## config.mk

```make
export PLATFORM = sky130hd
export DESIGN_NAME = backoff_ctl
export DESIGN_NICKNAME = d
export VERILOG_FILES = /design/src/rtl/backoff_ctl.sv
export SDC_FILE = /design/constraint.sdc
export NUM_CORES = 1
export LEC_CHECK = 0
export CORE_AREA = 3 3 101 103
export DETAILED_ROUTE_END_ITERATION = 8
export DIE_AREA = 0 0 104 106
export SLEW_MARGIN = 5
export SYNTH_ARGS = -nofsm -noshare
export SYNTH_HDL_FRONTEND = slang
export SYNTH_SLANG_ARGS = --single-unit
export TNS_END_PERCENT = 1
```

## constraint.sdc

```tcl
create_clock -name clk -period 4.8 [get_ports clk]
set_clock_uncertainty 0.1 [all_clocks]
set_input_delay 0.48 -clock clk [delete_from_list [all_inputs] [get_ports clk]]
set_output_delay 0.48 -clock clk [all_outputs]
set_load 0.05 [all_outputs]
```

## src/rtl/backoff_ctl.sv

```systemverilog
// DCF/EDCA backoff engine: draws a random slot count from a 16-bit Galois LFSR,
// waits AIFS of continuous idle, then counts slots down, freezing while the medium is busy.
module backoff_ctl #(
    parameter logic [15:0] LFSR_SEED  = 16'hACE1,
    parameter int          CW_EXP_MAX = 10,
    parameter int          TIME_WIDTH = 14
) (
    input  logic                  clk,
    input  logic                  rst,
    input  logic                  start_backoff,
    input  logic                  abort,
    input  logic [3:0]            cw_exp,
    input  logic                  ch_idle,
    input  logic [TIME_WIDTH-1:0] aifs_time,
    input  logic [TIME_WIDTH-1:0] slot_time,
    output logic                  backoff_busy,
    output logic                  backoff_done,
    output logic [CW_EXP_MAX-1:0] slot_remain,
    output logic [1:0]            bo_state
);

    typedef enum logic [1:0] {
        S_IDLE = 2'd0,
        S_AIFS = 2'd1,
        S_SLOT = 2'd2,
        S_DONE = 2'd3
    } state_t;

    state_t                  state_q, state_d;
    logic [TIME_WIDTH-1:0]   timer_q, timer_d;
    logic [CW_EXP_MAX-1:0]   slot_q, slot_d;
    logic [15:0]             lfsr_q, lfsr_d;
    logic [4:0]              e_eff;
    logic [CW_EXP_MAX-1:0]   mask;
    logic [TIME_WIDTH-1:0]   aifs_last, slot_last;

    // Galois form of x^16+x^14+x^13+x^11+1; free-running so the draw depends on start timing.
    assign lfsr_d = {1'b0, lfsr_q[15:1]} ^ (lfsr_q[0] ? 16'hB400 : 16'h0000);

    assign e_eff = ({1'b0, cw_exp} > 5'(CW_EXP_MAX)) ? 5'(CW_EXP_MAX) : {1'b0, cw_exp};

    generate
        for (genvar gi = 0; gi < CW_EXP_MAX; gi++) begin : g_mask
            assign mask[gi] = (5'(gi) < e_eff);
        end
    endgenerate

    // A zero-length interval behaves as one cycle.
    assign aifs_last = (aifs_time == '0) ? '0 : aifs_time - 1'b1;
    assign slot_last = (slot_time == '0) ? '0 : slot_time - 1'b1;

    always_ff @(posedge clk or posedge rst) begin
        if (rst) begin
            state_q <= S_IDLE;
            timer_q <= '0;
            slot_q  <= '0;
            lfsr_q  <= LFSR_SEED;
        end else begin
            state_q <= state_d;
            timer_q <= timer_d;
            slot_q  <= slot_d;
            lfsr_q  <= lfsr_d;
        end
    end

    always_comb begin
        state_d = state_q;
        timer_d = timer_q;
        slot_d  = slot_q;
        if (abort) begin
            state_d = S_IDLE;
            timer_d = '0;
            slot_d  = '0;
        end else begin
            case (state_q)
                S_IDLE: begin
                    if (start_backoff) begin
                        slot_d  = lfsr_q[CW_EXP_MAX-1:0] & mask;
                        timer_d = '0;
                        state_d = S_AIFS;
                    end
                end
                S_AIFS: begin
                    if (!ch_idle) begin
                        timer_d = '0;
                    end else if (timer_q == aifs_last) begin
                        timer_d = '0;
                        state_d = (slot_q == '0) ? S_DONE : S_SLOT;
                    end else begin
                        timer_d = timer_q + 1'b1;
                    end
                end
                S_SLOT: begin
                    // Busy discards the partial slot and re-arms a full AIFS.
                    if (!ch_idle) begin
                        timer_d = '0;
                        state_d = S_AIFS;
                    end else if (timer_q == slot_last) begin
                        timer_d = '0;
                        slot_d  = slot_q - 1'b1;
                        if (slot_q == CW_EXP_MAX'(1)) begin
                            state_d = S_DONE;
                        end
                    end else begin
                        timer_d = timer_q + 1'b1;
                    end
                end
                default: begin
                    state_d = S_IDLE;
                end
            endcase
        end
    end

    always_comb begin
        backoff_busy = (state_q != S_IDLE);
        backoff_done = (state_q == S_DONE) && !abort;
        bo_state     = state_q;
        slot_remain  = slot_q;
    end

endmodule

```

==> metrics.txt <==
status=finished clean; cell area after synthesis=roughly 0.0038 mm2; Initial DRT Pass Iterations=5; Slew Viols, Final=0; post-DP HPWL=between 7000 and 8000 um; Setup TNS Final=0 ns; Worst Setup Start Kind=primary input; DRC=0; Hold Path Class=register to register; worst reg2reg startpoint=bo_state[0]; final net count=around 530; most common cell after layout, fill and taps aside=clkdlybuf4s50_1; WP data arrival=around 4.4 ns; post-CTS repair timing setup buffer count=0; crit path cell chain=clkdlybuf4s50_1, inv_1, ha_1, nor4b_4, nand4_2, a211o_1, a221oi_1, o311ai_1, or4_4, a21oi_4, buf_4, o31ai_1, o31a_1; Peak VDD IR=193.1 uV; row cnt=35; I/O pin count=51; share of layout cells above drive strength 1=under 10%; largest net degree at the start of global routing=43; hold buffer count at cts=0; Post-synth ARST share=100.0%; highest clock rate=around 230 MHz; total power=between 1000 and 1500 uW; Final Hold Viols=0; Routed Antenna Nets=0; max cap viols=0; Crit path largest cell delay=between 0.5 and 0.6 ns; final setup fails=0; period utilization=about nine tenths; total CTS buffers=5; Clock Sinks=42; mean number of vias per cell=~5.8; final WL=roughly 10,000 um; Leak Pwr=between 0.0015 and 0.002 uW; gpl congestion=between 0.8 and 0.9; WL/cell=between 15 and 20 um; DRT iter0 DRCs=217; RSZ-0062 raised after global routing=no; Tot GR Track Use=18.54%; vias in the first global route=approximately 3,500; sequential area share after synthesis=between 20% and 30%; Yosys reg bits=42; initial antenna violation count=0; core footprint=0.009284 mm2; largest delay contributor family on the critical path=compound AO/OA/AOI/OAI gates; synth unique cells=72; CTS root buf=clkbuf_8; Hold Path Sink=lfsr_q[11]; Hold Crit Depth=0; Worst-path clk slew=approximately 0.090 ns; reg-to-reg slack, setup=between 0.9 and 1 ns; cell count of the worst reg-to-reg path=8; Worst Path Buf+Inv=3; Critical Path Fanout Max=22; Die ar.=around 0.011 mm2; post-route minimum period=approximately 4.3 ns; maximum clock path buffer count=2; first-pass GRT wire length=between 15,000 and 20,000 um; via count=roughly 3,600; worst setup path category=primary input to register; number of antenna diodes=0; hold_sp=lfsr_q[12]; post-cts gate resize count=0; DIE WIDTH=about 100 um; crit path capture type=register; syn_area_per_cell=between 8 and 9 um2; Slew @ Worst Pin=approximately 1.2 ns; Critical-path top delay cell=or4_4; most frequent cells in the layout=50 x clkdlybuf4s50_1, 35 x nor2_1, 34 x dfrtp_1; Area Overhead vs Synth=17.11%; Clock Latency Late Sink=0.30 ns; Synth Flop Type=dfrtp_1; Die Y=around 110 um; CTS tree=yes; number of synthesized flops with an enable pin=0; Post-Syn Instances=~450; Crit path required time=between 4 and 5 ns; Yosys Warn Count=0; total gr overflow=0; Mapped Nets=500; H-tree lvl count=2; Hold WS=0.2606 ns; Port Buffers=50; Initial Util=around two fifths; PwrDens=~280 mW/mm2; worst rel slew slack=16.93%; Reg-to-Reg End=timer_q[9]
==> synth_stat cells (10+ instances only) <==
master	number	share of area (%)
nor2_1	35	3.5
dfrtp_1	34	22
nand2_1	33	3.3
clkbuf_1	25	2.5
nand3_1	24	3.2
inv_1	21	2.1
nor3_1	18	2.4
xor2_1	17	3.9
nor4_1	14	2.3
a211o_1	13	3.0
o31ai_1	13	2.6
o21ai_0	12	1.6
xnor2_1	11	2.5
a21oi_1	10	1.3
ha_1	10	3.3
mux2i_1	10	2.6
==> cell families after synthesis <==
kind of cell	share of synthesized area [%]
adders and majority gates	3.303
DFF	28.01
AOI/OAI and AO/OA	20.94
muxes	2.939
xor gates and xnor gates	7.662
buffers and inverters	6.341
and+or+nand+nor	30.81
==> routing by layer <==
layer / vias up / global-route usage [%] / part of all wire, %
met2: 78 / 32.03 / 49
met3: 9 / 2.611 / 3.8
met4: 0 / 3.989 / 0.97
met5: - / 0 / 0
met1: 1706 / 24.74 / 46
li1: 1773 / - / -
==> report_power, final <==
group / total [uW] / leakage (uW) / switching [uW] / internal, uW
logic: 600 / 0.00117 / 397 / 203
clock network: 252 / 0.0000495 / 143 / 108
registers: 401 / 0.000555 / 29.2 / 372
==> worst max path at each step <==
stage | cells past startpoint | from | endpoint | slack, ns
5_1_grt | 12 | slot_time[0] | timer_q[4] | 0.26
4_1_cts | 12 | slot_time[0] | timer_q[6] | 0.56
2_1_floorplan | 11 | slot_time[4] | timer_q[2] | 1.33
3_5_place_dp | 12 | slot_time[0] | timer_q[6] | 0.23
3_3_place_gp | 12 | slot_time[0] | timer_q[11] | 0.24
6_report | 13 | slot_time[0] | timer_q[3] | 0.54
==> sequential cells by signal, summed over array words and instances (netlist names) <==
register     cells
lfsr_q          16
timer_q         14
slot_remain     10
bo_state         2
==> worst register-to-register path: cells and delay by family (launching register included) <==
kind | cells | cell delay [ns]
AO/OA/AOI/OAI | 2 | 1.29
AND/OR/NAND/NOR | 3 | 1.04
buffers and inverters | 2 | 0.48
flip-flops | 1 | 0.46
adder cells (fa/ha/maj) | 1 | 0.40
==> metrics by stage <==
step	cell area, um2	setup slack [ns]	instances	util [%]
after floorplan	3789	1.331	453	-
after global placement	4342	0.2387	603	46.77
after detailed placement	4342	0.2281	603	46.77
after CTS	4437	0.5581	611	47.79
after global routing	4437	0.2628	611	47.79
final	4437	0.5401	611	47.79
==> layout make-up <==
type                    instances  area [um2]
well taps                     129       161.4
clock inverters                 3       26.28
repair buffers                 57       553.0
clock buffers                   5       68.82
flip-flops and latches         42        1061
inverters                      21       78.83
fillers                       946        4847
multi-input cells             354        2487
No activity file was read; power rests on OpenSTA's default activity.
